`src/rtl/mfp_ahb_lite_master_if.sv`:
```
// Bundles the local request/response port and the AHB-Lite bus signals.
// The master modport is the initiator's view; the slave modport is the opposite side.
interface mfp_ahb_lite_master_if;
  logic        req_valid;
  logic        req_ready;
  logic [31:0] req_addr;
  logic        req_write;
  logic [2:0]  req_size;
  logic [31:0] req_wdata;

  logic        rsp_valid;
  logic        rsp_write;
  logic [31:0] rsp_rdata;
  logic        rsp_err;

  logic [31:0] HADDR;
  logic [2:0]  HBURST;
  logic        HMASTLOCK;
  logic [3:0]  HPROT;
  logic [2:0]  HSIZE;
  logic [1:0]  HTRANS;
  logic [31:0] HWDATA;
  logic        HWRITE;
  logic [31:0] HRDATA;
  logic        HREADY;
  logic        HRESP;

  modport master (
    input  req_valid, req_addr, req_write, req_size, req_wdata,
    output req_ready,
    output rsp_valid, rsp_write, rsp_rdata, rsp_err,
    output HADDR, HBURST, HMASTLOCK, HPROT, HSIZE, HTRANS, HWDATA, HWRITE,
    input  HRDATA, HREADY, HRESP
  );

  modport slave (
    output req_valid, req_addr, req_write, req_size, req_wdata,
    input  req_ready,
    input  rsp_valid, rsp_write, rsp_rdata, rsp_err,
    input  HADDR, HBURST, HMASTLOCK, HPROT, HSIZE, HTRANS, HWDATA, HWRITE,
    output HRDATA, HREADY, HRESP
  );
endinterface

```
`src/rtl/mfp_ahb_lite_master.sv`:
```
// AHB-Lite initiator: local single requests become pipelined SINGLE transfers
// through an address-phase (APH) and a data-phase (DPH) register stage.
module mfp_ahb_lite_master #(
  parameter logic [3:0] HPROT_VAL = 4'b0011
) (
  input logic                   HCLK,
  input logic                   HRESET,
  mfp_ahb_lite_master_if.master bus
);

  typedef enum logic [1:0] {
    TRANS_IDLE   = 2'b00,
    TRANS_NONSEQ = 2'b10
  } htrans_t;

  logic        r_aphValid;
  logic [31:0] r_aphAddr;
  logic [2:0]  r_aphSize;
  logic        r_aphWrite;
  logic [31:0] r_aphWdata;

  logic        r_dphValid;
  logic        r_dphWrite;
  logic [31:0] r_dphWdata;

  logic        r_cancel;
  logic        r_misalPend;
  logic        r_misalWrite;

  logic        r_rspValid;
  logic        r_rspWrite;
  logic [31:0] r_rspRdata;
  logic        r_rspErr;

  logic        w_misal;
  logic        w_reqReady;
  logic        w_accept;
  logic        w_advance;
  logic        w_complete;
  logic        w_drained;
  logic        w_errFirst;
  htrans_t     w_htrans;

  assign w_misal = (bus.req_size > 3'd2) ||
                   ((bus.req_size == 3'd1) && bus.req_addr[0]) ||
                   ((bus.req_size == 3'd2) && (bus.req_addr[1:0] != 2'b00));

  assign w_reqReady = !HRESET && !r_cancel && !r_misalPend && (!r_aphValid || bus.HREADY);
  assign w_accept   = bus.req_valid && w_reqReady;
  assign w_advance  = bus.HREADY && r_aphValid && !r_cancel;
  assign w_complete = bus.HREADY && r_dphValid;
  assign w_errFirst = r_dphValid && bus.HRESP && !bus.HREADY;
  // A misaligned request answers only once everything accepted before it has answered.
  assign w_drained  = r_misalPend && !r_aphValid && !r_dphValid;
  assign w_htrans   = (r_aphValid && !r_cancel) ? TRANS_NONSEQ : TRANS_IDLE;

  always_ff @(posedge HCLK or posedge HRESET) begin
    if (HRESET) begin
      r_aphValid <= 1'b0;
      r_aphAddr  <= 32'd0;
      r_aphSize  <= 3'd0;
      r_aphWrite <= 1'b0;
      r_aphWdata <= 32'd0;
    end else if (w_accept && !w_misal) begin
      r_aphValid <= 1'b1;
      r_aphAddr  <= bus.req_addr;
      r_aphSize  <= bus.req_size;
      r_aphWrite <= bus.req_write;
      r_aphWdata <= bus.req_wdata;
    end else if (w_advance) begin
      r_aphValid <= 1'b0;
    end
  end

  always_ff @(posedge HCLK or posedge HRESET) begin
    if (HRESET) begin
      r_dphValid <= 1'b0;
      r_dphWrite <= 1'b0;
      r_dphWdata <= 32'd0;
    end else if (w_advance) begin
      r_dphValid <= 1'b1;
      r_dphWrite <= r_aphWrite;
      r_dphWdata <= r_aphWdata;
    end else if (w_complete) begin
      r_dphValid <= 1'b0;
    end
  end

  // Cancel spans the two-cycle ERROR response and keeps APH off the bus meanwhile.
  always_ff @(posedge HCLK or posedge HRESET) begin
    if (HRESET) begin
      r_cancel <= 1'b0;
    end else if (w_complete) begin
      r_cancel <= 1'b0;
    end else if (w_errFirst) begin
      r_cancel <= 1'b1;
    end
  end

  always_ff @(posedge HCLK or posedge HRESET) begin
    if (HRESET) begin
      r_misalPend  <= 1'b0;
      r_misalWrite <= 1'b0;
    end else if (w_accept && w_misal) begin
      r_misalPend  <= 1'b1;
      r_misalWrite <= bus.req_write;
    end else if (w_drained) begin
      r_misalPend  <= 1'b0;
    end
  end

  always_ff @(posedge HCLK or posedge HRESET) begin
    if (HRESET) begin
      r_rspValid <= 1'b0;
      r_rspWrite <= 1'b0;
      r_rspRdata <= 32'd0;
      r_rspErr   <= 1'b0;
    end else begin
      r_rspValid <= w_complete || w_drained;
      if (w_complete) begin
        r_rspWrite <= r_dphWrite;
        r_rspErr   <= bus.HRESP;
        r_rspRdata <= (!r_dphWrite && !bus.HRESP) ? bus.HRDATA : 32'd0;
      end else if (w_drained) begin
        r_rspWrite <= r_misalWrite;
        r_rspErr   <= 1'b1;
        r_rspRdata <= 32'd0;
      end else begin
        r_rspErr   <= 1'b0;
        r_rspRdata <= 32'd0;
      end
    end
  end

  assign bus.req_ready = w_reqReady;
  assign bus.rsp_valid = r_rspValid;
  assign bus.rsp_write = r_rspWrite;
  assign bus.rsp_rdata = r_rspRdata;
  assign bus.rsp_err   = r_rspErr;

  assign bus.HADDR     = r_aphAddr;
  assign bus.HSIZE     = r_aphSize;
  assign bus.HWRITE    = r_aphWrite;
  assign bus.HTRANS    = w_htrans;
  assign bus.HWDATA    = r_dphWdata;
  assign bus.HBURST    = 3'b000;
  assign bus.HMASTLOCK = 1'b0;
  assign bus.HPROT     = HPROT_VAL;

endmodule

```
`src/flat_wrapper.sv`:
```
// flat-port wrapper written by rule: the top's interface ports become plain ports
module mfp_ahb_lite_master_flat 
#(
  parameter logic [3:0] HPROT_VAL = 4'b0011
)
  (HCLK, HRESET, bus_req_valid, bus_req_addr, bus_req_write, bus_req_size, bus_req_wdata, bus_req_ready, bus_rsp_valid, bus_rsp_write, bus_rsp_rdata, bus_rsp_err, bus_HADDR, bus_HBURST, bus_HMASTLOCK, bus_HPROT, bus_HSIZE, bus_HTRANS, bus_HWDATA, bus_HWRITE, bus_HRDATA, bus_HREADY, bus_HRESP);
  mfp_ahb_lite_master_if bus_i ();
  input logic HCLK;
  input logic HRESET;
  input wire logic [$bits(bus_i.req_valid)-1:0] bus_req_valid;
  input wire logic [$bits(bus_i.req_addr)-1:0] bus_req_addr;
  input wire logic [$bits(bus_i.req_write)-1:0] bus_req_write;
  input wire logic [$bits(bus_i.req_size)-1:0] bus_req_size;
  input wire logic [$bits(bus_i.req_wdata)-1:0] bus_req_wdata;
  output wire logic [$bits(bus_i.req_ready)-1:0] bus_req_ready;
  output wire logic [$bits(bus_i.rsp_valid)-1:0] bus_rsp_valid;
  output wire logic [$bits(bus_i.rsp_write)-1:0] bus_rsp_write;
  output wire logic [$bits(bus_i.rsp_rdata)-1:0] bus_rsp_rdata;
  output wire logic [$bits(bus_i.rsp_err)-1:0] bus_rsp_err;
  output wire logic [$bits(bus_i.HADDR)-1:0] bus_HADDR;
  output wire logic [$bits(bus_i.HBURST)-1:0] bus_HBURST;
  output wire logic [$bits(bus_i.HMASTLOCK)-1:0] bus_HMASTLOCK;
  output wire logic [$bits(bus_i.HPROT)-1:0] bus_HPROT;
  output wire logic [$bits(bus_i.HSIZE)-1:0] bus_HSIZE;
  output wire logic [$bits(bus_i.HTRANS)-1:0] bus_HTRANS;
  output wire logic [$bits(bus_i.HWDATA)-1:0] bus_HWDATA;
  output wire logic [$bits(bus_i.HWRITE)-1:0] bus_HWRITE;
  input wire logic [$bits(bus_i.HRDATA)-1:0] bus_HRDATA;
  input wire logic [$bits(bus_i.HREADY)-1:0] bus_HREADY;
  input wire logic [$bits(bus_i.HRESP)-1:0] bus_HRESP;
  assign bus_i.req_valid = bus_req_valid;
  assign bus_i.req_addr = bus_req_addr;
  assign bus_i.req_write = bus_req_write;
  assign bus_i.req_size = bus_req_size;
  assign bus_i.req_wdata = bus_req_wdata;
  assign bus_req_ready = bus_i.req_ready;
  assign bus_rsp_valid = bus_i.rsp_valid;
  assign bus_rsp_write = bus_i.rsp_write;
  assign bus_rsp_rdata = bus_i.rsp_rdata;
  assign bus_rsp_err = bus_i.rsp_err;
  assign bus_HADDR = bus_i.HADDR;
  assign bus_HBURST = bus_i.HBURST;
  assign bus_HMASTLOCK = bus_i.HMASTLOCK;
  assign bus_HPROT = bus_i.HPROT;
  assign bus_HSIZE = bus_i.HSIZE;
  assign bus_HTRANS = bus_i.HTRANS;
  assign bus_HWDATA = bus_i.HWDATA;
  assign bus_HWRITE = bus_i.HWRITE;
  assign bus_i.HRDATA = bus_HRDATA;
  assign bus_i.HREADY = bus_HREADY;
  assign bus_i.HRESP = bus_HRESP;
  mfp_ahb_lite_master #(.HPROT_VAL(HPROT_VAL)) u_core (.HCLK(HCLK), .HRESET(HRESET), .bus(bus_i));
endmodule
```
`config.mk`:
```
export PLATFORM = sky130hd
export DESIGN_NAME = mfp_ahb_lite_master_flat
export DESIGN_NICKNAME = d
export VERILOG_FILES = /design/src/rtl/mfp_ahb_lite_master_if.sv /design/src/rtl/mfp_ahb_lite_master.sv /design/src/flat_wrapper.sv
export SDC_FILE = /design/constraint.sdc
export NUM_CORES = 1
export LEC_CHECK = 0
export BUFFER_PORTS_ARGS = -buffer_cell sky130_fd_sc_hd__clkbuf_2
export CAP_MARGIN = 20
export CORE_UTILIZATION = 25
export CTS_CLUSTER_SIZE = 24
export DETAILED_ROUTE_END_ITERATION = 16
export SLEW_MARGIN = 5
export SYNTH_ARGS = -nofsm -noshare
export SYNTH_HDL_FRONTEND = slang
export SYNTH_SLANG_ARGS = --single-unit
```
`constraint.sdc`:
```
create_clock -name HCLK -period 10.1 [get_ports HCLK]
set_clock_uncertainty 0.15 [all_clocks]
set_input_delay 0.505 -clock HCLK [delete_from_list [all_inputs] [get_ports HCLK]]
set_output_delay 0.505 -clock HCLK [all_outputs]
set_load 0.005 [all_outputs]
```
==> key figures, run 1 <==
Synthesis
  – Top cells by area, synth: dfrtp_1, mux2_2, and2_1, mux2_4, buf_4
  – Top_reg_cell synth: dfrtp_1
  – Area fraction of the dominant cell type after synthesis: 0.676
  – Sequential-to-total area share from yosys stat: 0.676
  – Async set-or-reset flop fraction in the synthesized netlist: 1.00
  – EDFF count, synth: 0
  – Yosys warns: 0
  – Mapped Avg Cell Area: 15.8 um2
  – Mapped Area: 5220 um2
  – Largest area contributor in the netlist: dfrtp_1
  – Syn Inst Count: 330
  – Number of distinct library cells after synthesis: 23
  – Yosys reg bits: 141

Clock network
  – Setup bufs post-CTS: 0
  – Reg clk slew, reported paths: approximately 0.060 ns
  – Root buf cell: clkbuf_16
  – Post_cts resized: 0
  – Clock Latency Late Sink: 0.41 ns
  – Clock tree sinks: 141
  – TritonCTS Buffers: 17
  – Clock tree buffer depth: 2
  – TritonCTS clock tree: done
  – CTS H-tree depth: 4
  – Hold Buf Count CTS: 0

Worst setup path
  – WS Path Type: register to register
  – Req. time, crit path: around 10 ns
  – Crit path launch type: register
  – R2R cell count: 3
  – Worst r2r dst: u_core.r_aphWdata[27]
  – R2R setup slack: 7.55 ns
  – CP Max Fanout: a little under 70
  – Worst path arrival time: 2.68 ns
  – Worst Setup End Kind: register
  – Worst reg2reg startpoint: u_core.r_misalPend

Route
  – Final ANT Viol Nets: 0
  – Drt first-iter violations: 76
  – Vias per cell: ~4
  – Vias: 3,328
  – Post-route DRC: 0
  – Drt wl/cell: 13.4 um
  – DRT Pass-1 Iters: 4
  – Final wirelength: 11,100 um

Pwr
  – Worst vdd ir: 105 uV
  – Leakage dissipation: 3.75 nW
  – PwrDens: 279 nW/um2

Min path
  – Min-delay worst type: input pin to async pin

Job
  – MaxCap Viol Count: 0

Timing
  – Setup TNS: 0 ns
  – Slew @ Worst Pin: a little over 1 ns
  – Final setup fails: 0
  – Unrepaired setup endpoints after global routing: false
  – Fin. Hold Viols: 0
  – Fin Hold WS: 0.0469 ns
  – Final worst path period share: 0.252
  – Final Max Slew Viols: 0
  – Post-layout min period: 2.55 ns
  – F_max: slightly below 400 MHz
  – Slew headroom: 0.317
  – Final worst-path setup slack: approximately 7.6 ns

Finish
  – Post-route cell area: 7160 um2
  – Commonest cells after routing, fill and taps aside: clkbuf_2, dfrtp_1, mux2_2
  – # diodes: 0
  – Final Core Density: 0.352
  – Layout Nets: about 650
  – Most common cell after layout, fill and taps aside: clkbuf_2
  – Synth-to-layout area growth: 37.2%
  – Share of cells above drive strength 1: 0.626

Run status
  – Status: completed

Floorplan
  – Cell Rows: 52
  – Top Ports: 219
  – Core Area: 20,400 um2
  – Die X: approximately 150 um
  – Initial Utilization: 0.256
  – Chip Height: 147 um
  – Die ar.: about 21,000 um2

Global routing
  – Vias in the first global route: approximately 3,700
  – GRT Max-Usage Layer: met2
  – First-pass GRT wire length: ~18,000 um
  – Met2 Use GR: 0.178
  – Largest net degree at the start of global routing: 76
  – GRT Overall Usage: 0.108
  – GR Util met1: 0.129
  – M3 GR Usage: 0.0369
  – Gr ovfl total: 0
  – Antenna violations before repair: 0

Placed design
  – GPL Wtd Cong: 0.719
  – Port Buf Inserts: 209
  – Worst slack, placed: about 7.3 ns
  – DP HPWL: 7920 um
  – DP Area: 6520 um2
==> through the flow <==
stage	total power, mW	instances
after floorplan	1.12	337
after global placement	1.32	794
after detailed placement	1.35	794
after CTS	2.04	826
after global routing	2.12	826
final	2.00	826
==> where the power goes <==
group | internal (mW) | switching (mW) | leakage (nW) | total, mW
registers | 0.771 | 0.107 | 1.81 | 0.878
logic | 0.277 | 0.167 | 1.64 | 0.444
clock network | 0.426 | 0.252 | 0.306 | 0.678
total | 1.47 | 0.525 | 3.75 | 2.00
==> logic make-up after synthesis <==
kind of cell / Yosys count / synth area share
flip-flops: 141 / 0.676
AO/OA/AOI/OAI: 8 / 0.00815
buffers and inverters: 27 / 0.0302
multiplexers: 104 / 0.229
other: 2 / 0.00144
AND/OR/NAND/NOR: 48 / 0.0549
==> registers in the layout (all words and copies together) (netlist names), 3 cells and up <==
signal,count
u_core.r_aphWdata,32
u_core.bus.rsp_rdata,32
u_core.bus.HADDR,32
u_core.bus.HSIZE,3
u_core.bus.HWDATA,32
==> synthesized netlist by cell type (2+ instances only) <==
library cell	instances
clkbuf_1	8
buf_2	6
inv_1	2
a21oi_1	3
dfrtp_1	141
and2_1	33
conb_1	2
nor3_1	2
mux2_2	93
buf_4	9
mux2_4	8
nand2_1	5
buf_6	2
o21ai_0	4
nor2b_1	2
mux2i_1	3
==> how the worst max path moves through the flow <==
stage | startpoint | slack [ns] | to | cells past startpoint
2_1_floorplan | HRESET | 5.66 | u_core.bus.HADDR[0] | 1
3_3_place_gp | HRESET | 7.37 | u_core.bus.HADDR[15] | 4
3_5_place_dp | HRESET | 7.33 | u_core.bus.HADDR[15] | 4
4_1_cts | u_core.r_misalPend | 7.56 | u_core.bus.HADDR[31] | 3
5_1_grt | u_core.r_misalPend | 7.49 | u_core.bus.HADDR[8] | 3
6_report | u_core.r_misalPend | 7.55 | u_core.r_aphWdata[27] | 3
==> cell type report <==
type	count	area, um2
tap	270	338
inverter	2	12.5
clock inverter	14	206
clock buffer	18	439
multi-input combinational	169	1570
timing repair buffer	212	1070
sequential	141	3530
fill	2034	13200
==> metal layers <==
metal | vias up | wire (um)
met2 | 133 | 5500
met3 | 8 | 671
met5 | - | 0
li1 | 1529 | -
met4 | 0 | 133
met1 | 1658 | 4780
==> critical path, stage by stage, from the launching register on <==
cell and delay [ns]:
dfrtp_1 0.41, or4b_1 0.52, or4_4 0.83, mux2_2 0.44
Power figures use the tool's default switching activity.
==> inputs of run 2 (changes only) <==
==> constraint.sdc (replaced) <==
create_clock -name HCLK -period 2.05 [get_ports HCLK]
set_clock_uncertainty 0.15 [all_clocks]
set_input_delay 0.1025 -clock HCLK [delete_from_list [all_inputs] [get_ports HCLK]]
set_output_delay 0.1025 -clock HCLK [all_outputs]
set_load 0.005 [all_outputs]
==> run 2 against run 1 <==
  * The flow now finishes with violations (negative setup slack)
  * Register-to-register slack got worse by 7.7 ns
  * Global-route usage increased by 1.8 points
  * Hold slack got worse by 0.028 ns
==> key figures, run 2 (synthesized netlist as in run 1, its figures left out) <==
Timing
  – Setup TNS: -6.61 ns
  – Final worst path period share: 1.06
  – Unrepaired setup endpoints after global routing: true
  – Fin Hold WS: between 0.015 and 0.02 ns
  – Final worst-path setup slack: -0.132 ns
  – Post-layout min period: 2.18 ns
  – Final Max Slew Viols: 0
  – Fin. Hold Viols: 0
  – F_max: 458 MHz
  – Final setup fails: 67

Placed design
  – GPL Wtd Cong: 0.698
  – DP HPWL: between 8000 and 9000 um
  – DP Area: 6600 um2
  – Port Buf Inserts: 209
  – Worst slack, placed: -0.118 ns

Floorplan
  – Top Ports: 219
  – Die ar.: 21,500 um2
  – Chip Height: ~150 um
  – Initial Utilization: 0.256
  – Core Area: 20,400 um2
  – Cell Rows: between 50 and 60
  – Die X: 147 um

Global routing
  – GRT Overall Usage: 0.126
  – Vias in the first global route: 4,236
  – First-pass GRT wire length: 21,000 um
  – Gr ovfl total: 0
  – Largest net degree at the start of global routing: 66
  – Antenna violations before repair: 0

Route
  – Final wirelength: 12,600 um
  – Final ANT Viol Nets: 0
  – Drt wl/cell: ~13 um
  – Post-route DRC: 0
  – Drt first-iter violations: 73
  – Vias: approximately 3,700
  – DRT Pass-1 Iters: 4
  – Vias per cell: 3.99

Finish
  – Layout Nets: 758
  – Share of cells above drive strength 1: 0.532
  – Synth-to-layout area growth: 59.7%
  – Most common cell after layout, fill and taps aside: clkbuf_2
  – # diodes: 0
  – Commonest cells after routing, fill and taps aside: clkbuf_2, dfrtp_1, dlygate4sd3_1
  – Post-route cell area: 8340 um2

Clock network
  – Clock tree buffer depth: 2
  – Clock tree sinks: around 140
  – TritonCTS clock tree: done
  – TritonCTS Buffers: 17
  – CTS H-tree depth: 4
  – Clock Latency Late Sink: 0.41 ns
  – Root buf cell: clkbuf_16
  – Reg clk slew, reported paths: 0.06 ns

Worst setup path
  – WS Path Type: register to register
  – Req. time, crit path: 2.19 ns
  – Crit path launch type: register
  – CP Max Fanout: 35
  – Worst path arrival time: 2.32 ns
  – Worst Setup End Kind: register

Pwr
  – Combinational share of power: 0.237
  – Sw power: 2.62 mW
  – PwrDens: 1230 nW/um2
  – Clk pwr share: 0.341
  – Worst vdd ir: 533 uV
  – Total power: 10.3 mW
  – Int Pwr: approximately 7.7 mW
  – Seq pwr share: 0.422
  – Leakage dissipation: 4.26 nW
  – Sw frac: 0.255

Run status
  – Status: finished with violations
  – Failing checks: negative setup slack

Min path
  – Min-delay worst type: input pin to register

Job
  – MaxCap Viol Count: 0
==> run 2: cell type report <==
cell class	count	area, um2
well taps	270	338
clock inverters	14	239
multi-input cells	169	1580
fillers	1909	12000
flip-flops and latches	141	3530
clock buffers	18	439
inverters	2	11.3
repair buffers	322	2210
==> run 2: routing by layer <==
| layer | global-route usage | share of wire | vias up |
|---|---|---|---|
| met5 | 0 | 0 | - |
| met4 | 0.0484 | 0.015 | 0 |
| met3 | 0.0453 | 0.066 | 13 |
| met2 | 0.217 | 0.51 | 135 |
| met1 | 0.141 | 0.41 | 1834 |
| li1 | - | - | 1748 |
==> run 2: critical path: stages, from the launching register on <==
cell,delay (ns)
dfrtp_1,0.38
or4b_1,0.52
or4_4,0.48
buf_12,0.21
mux2_4,0.32
==> run 2: power groups by stage <==
stage / Combinational (mW) / Clock (mW) / Sequential (mW)
2_1_floorplan: 1.20 / 0 / 4.32
3_3_place_gp: 2.21 / 0 / 4.32
3_5_place_dp: 2.30 / 0 / 4.39
4_1_cts: 2.48 / 3.63 / 4.35
5_1_grt: 2.67 / 3.77 / 4.48
6_report: 2.44 / 3.51 / 4.34
==> run 2: final timing paths <==
path	startpoint	end	depth (start not counted)	slack, ns
worst max register to register	u_core.r_misalPend	u_core.bus.HADDR[20]	4	-0.13
worst min register to register	u_core.bus.HSIZE[2]	u_core.bus.HSIZE[2]	1	0.33
max in group asynchronous	HRESET	u_core.r_aphWdata[15]	4	0.89
min in group asynchronous	HRESET	u_core.r_aphValid	3	0.18
worst max-delay path	u_core.r_misalPend	u_core.bus.HADDR[20]	4	-0.13
worst min-delay path	bus_req_size[2]	u_core.r_misalWrite	3	0.02
==> run 2: through the flow <==
step	std cells	utilization
CTS	936	0.409
global route	936	0.409
finish	936	0.409
detailed placement	799	0.324
global placement	799	0.324
floorplan	337	-
==> run 2: repair_timing <==
action / 4_1_cts / 5_1_grt
gates resized for setup: 0 / 1
endpoints found under the setup margin: 67 / 69
hold buffers: 105 / 0
buffers inserted: 0 / 0
hold endpoints to repair: 247 / 0
==> inputs of run 3 (changes only) <==
--- a/config.mk
+++ b/config.mk
@@ -10,6 +10,7 @@
 export CORE_UTILIZATION = 25
 export CTS_CLUSTER_SIZE = 24
 export DETAILED_ROUTE_END_ITERATION = 16
+export SETUP_SLACK_MARGIN = 0.15
 export SLEW_MARGIN = 5
 export SYNTH_ARGS = -nofsm -noshare
 export SYNTH_HDL_FRONTEND = slang
==> run 3 against run 2 <==
  * The run still ends with negative setup slack left
  * Sequential share of layout area is 0.24 points higher
  * Hold slack better by 0.15 ns
  * Total power is 2.8% lower
  * Routed wire length is 2.9% higher
  * Cell count stayed put
  * Via count is 2.3% higher
  * Core utilization is 0.23 points lower
  * Register-to-register slack hardly changed
  * Critical path depth stayed put
  * Clock power is 8.0% lower
  * Die area stayed put
  * Combinational power hardly changed
==> key figures, run 3 (synthesized netlist as in run 1, its figures left out) <==
Run status
  – Status: finished with violations
  – Failing checks: negative setup slack

Worst setup path
  – Worst path arrival time: 2.32 ns
  – R2R setup slack: -0.13 ns
  – WS Path Type: register to register
  – CP Capture Point: u_core.bus.HADDR[25]
  – Req. time, crit path: between 2 and 2.5 ns
  – CP Max Fanout: 50
  – Worst Setup End Kind: register
  – Worst r2r dst: u_core.bus.HADDR[25]
  – Worst reg2reg startpoint: u_core.r_misalPend
  – R2R cell count: 4
  – Crit path launch: u_core.r_misalPend
  – Crit path launch type: register

Route
  – Final wirelength: 13,000 um
  – Vias per cell: approximately 4.1
  – DRT Pass-1 Iters: 4
  – Drt first-iter violations: around 80
  – Post-route DRC: 0
  – Vias: 3,817
  – Final ANT Viol Nets: 0
  – Drt wl/cell: approximately 14 um

Floorplan
  – Top Ports: 219
  – Initial Utilization: 0.256
  – Cell Rows: 52
  – Core Area: approximately 20,000 um2
  – Die X: 147 um
  – Chip Height: 147 um
  – Die ar.: 21,500 um2

Finish
  – Most common cell after layout, fill and taps aside: clkbuf_2
  – Post-route cell area: 8290 um2
  – Synth-to-layout area growth: 58.8%
  – Share of cells above drive strength 1: 0.530
  – Layout Nets: 759
  – Fillers: 1,883
  – Commonest cells after routing, fill and taps aside: clkbuf_2, dfrtp_1, dlygate4sd3_1
  – Final Core Density: 0.407
  – Final cell count without fillers: between 900 and 1,000
  – # diodes: 0

Pwr
  – Worst vdd ir: 515 uV
  – Leakage dissipation: 4.24 nW
  – Total power: 10.0 mW
  – PwrDens: between 1000 and 1500 nW/um2

Timing
  – Final worst-path setup slack: -0.130 ns
  – Final setup fails: 67
  – Final worst path period share: 1.06
  – Fin. Hold Viols: 0
  – F_max: 459 MHz
  – Unrepaired setup endpoints after global routing: true
  – Post-layout min period: 2.18 ns
  – Final Max Slew Viols: 0

Placed design
  – DP HPWL: 8660 um
  – Port Buf Inserts: between 200 and 250
  – Worst slack, placed: -0.140 ns
  – GPL Wtd Cong: between 0.7 and 0.8
  – Placed insts: 800
  – DP Area: about 6600 um2

Clock network
  – CTS H-tree depth: 4
  – Clock tree sinks: 141
  – Clock tree buffer depth: 2
  – Root buf cell: clkbuf_16
  – Reg clk slew, reported paths: roughly 0.060 ns
  – TritonCTS clock tree: done
  – TritonCTS Buffers: 17
  – Clock Latency Late Sink: 0.41 ns
  – Setup bufs post-CTS: 0

Global routing
  – GRT Overall Usage: 0.131
  – Gr ovfl total: 0
  – First-pass GRT wire length: 21,700 um
  – Largest net degree at the start of global routing: a little under 60
  – Vias in the first global route: 4,387
  – Antenna violations before repair: 0

Min path
  – Hold Crit Start: bus_req_size[1]
  – WHS Path Cells: 5
  – Min-delay worst type: input pin to register

Job
  – MaxCap Viol Count: 0
## run 3: timing repair
action,4_1_cts,5_1_grt
resized for setup,1,0
setup endpoints to repair,69,70
hold endpoints to repair,247,0
pin swaps,0,0
hold buffers,105,0
## run 3: power breakdown
part / switching, mW / internal, mW
Combinational: 0.903 / 1.54
Clock: 1.14 / 2.09
Sequential: 0.521 / 3.80
Total: 2.57 / 7.43
## run 3: routing by layer
layer  wire length [um]  GRT usage  vias up
met2               6610      0.226      149
met1               5280      0.145     1902
met3                850     0.0431       17
met5                  0          0        -
li1                   -          -     1749
met4                247     0.0594        0
## run 3: area by class of cell
cell class	instances	area, um2	share of cell area
Sequential cell	141	3530	0.426
Multi-Input combinational cell	169	1570	0.190
Clock buffer	20	457	0.0551
Timing Repair Buffer	323	2220	0.268
Clock inverter	11	166	0.0201
Inverter	2	11.3	0.00136
Tap cell	270	338	0.0407
## run 3: metrics by stage
| stage | setup TNS, ns | hold slack (ns) |
|---|---|---|
| finish | -6.99 | 0.173 |
| global route | -10.63 | 0.238 |
| CTS | -7.76 | 0.161 |
| detailed placement | -7.09 | 0.161 |
| global placement | -6.38 | 0.158 |
| floorplan | -4.93 | 0.0811 |
## run 3: worst max-delay path, cell delays in order, from the launching register on
cell     delay, ns
dfrtp_1       0.38
or4b_1        0.52
or4_4         0.46
buf_12        0.22
mux2_2        0.30
## run 3: worst min-delay path by stage
stage,end,slack (ns)
after global routing,u_core.r_aphValid,0.24
after detailed placement,u_core.bus.rsp_rdata[1],0.16
after floorplan,u_core.bus.rsp_rdata[0],0.08
after CTS,u_core.r_misalPend,0.16
after global placement,u_core.bus.rsp_rdata[4],0.16
final,u_core.r_misalPend,0.17
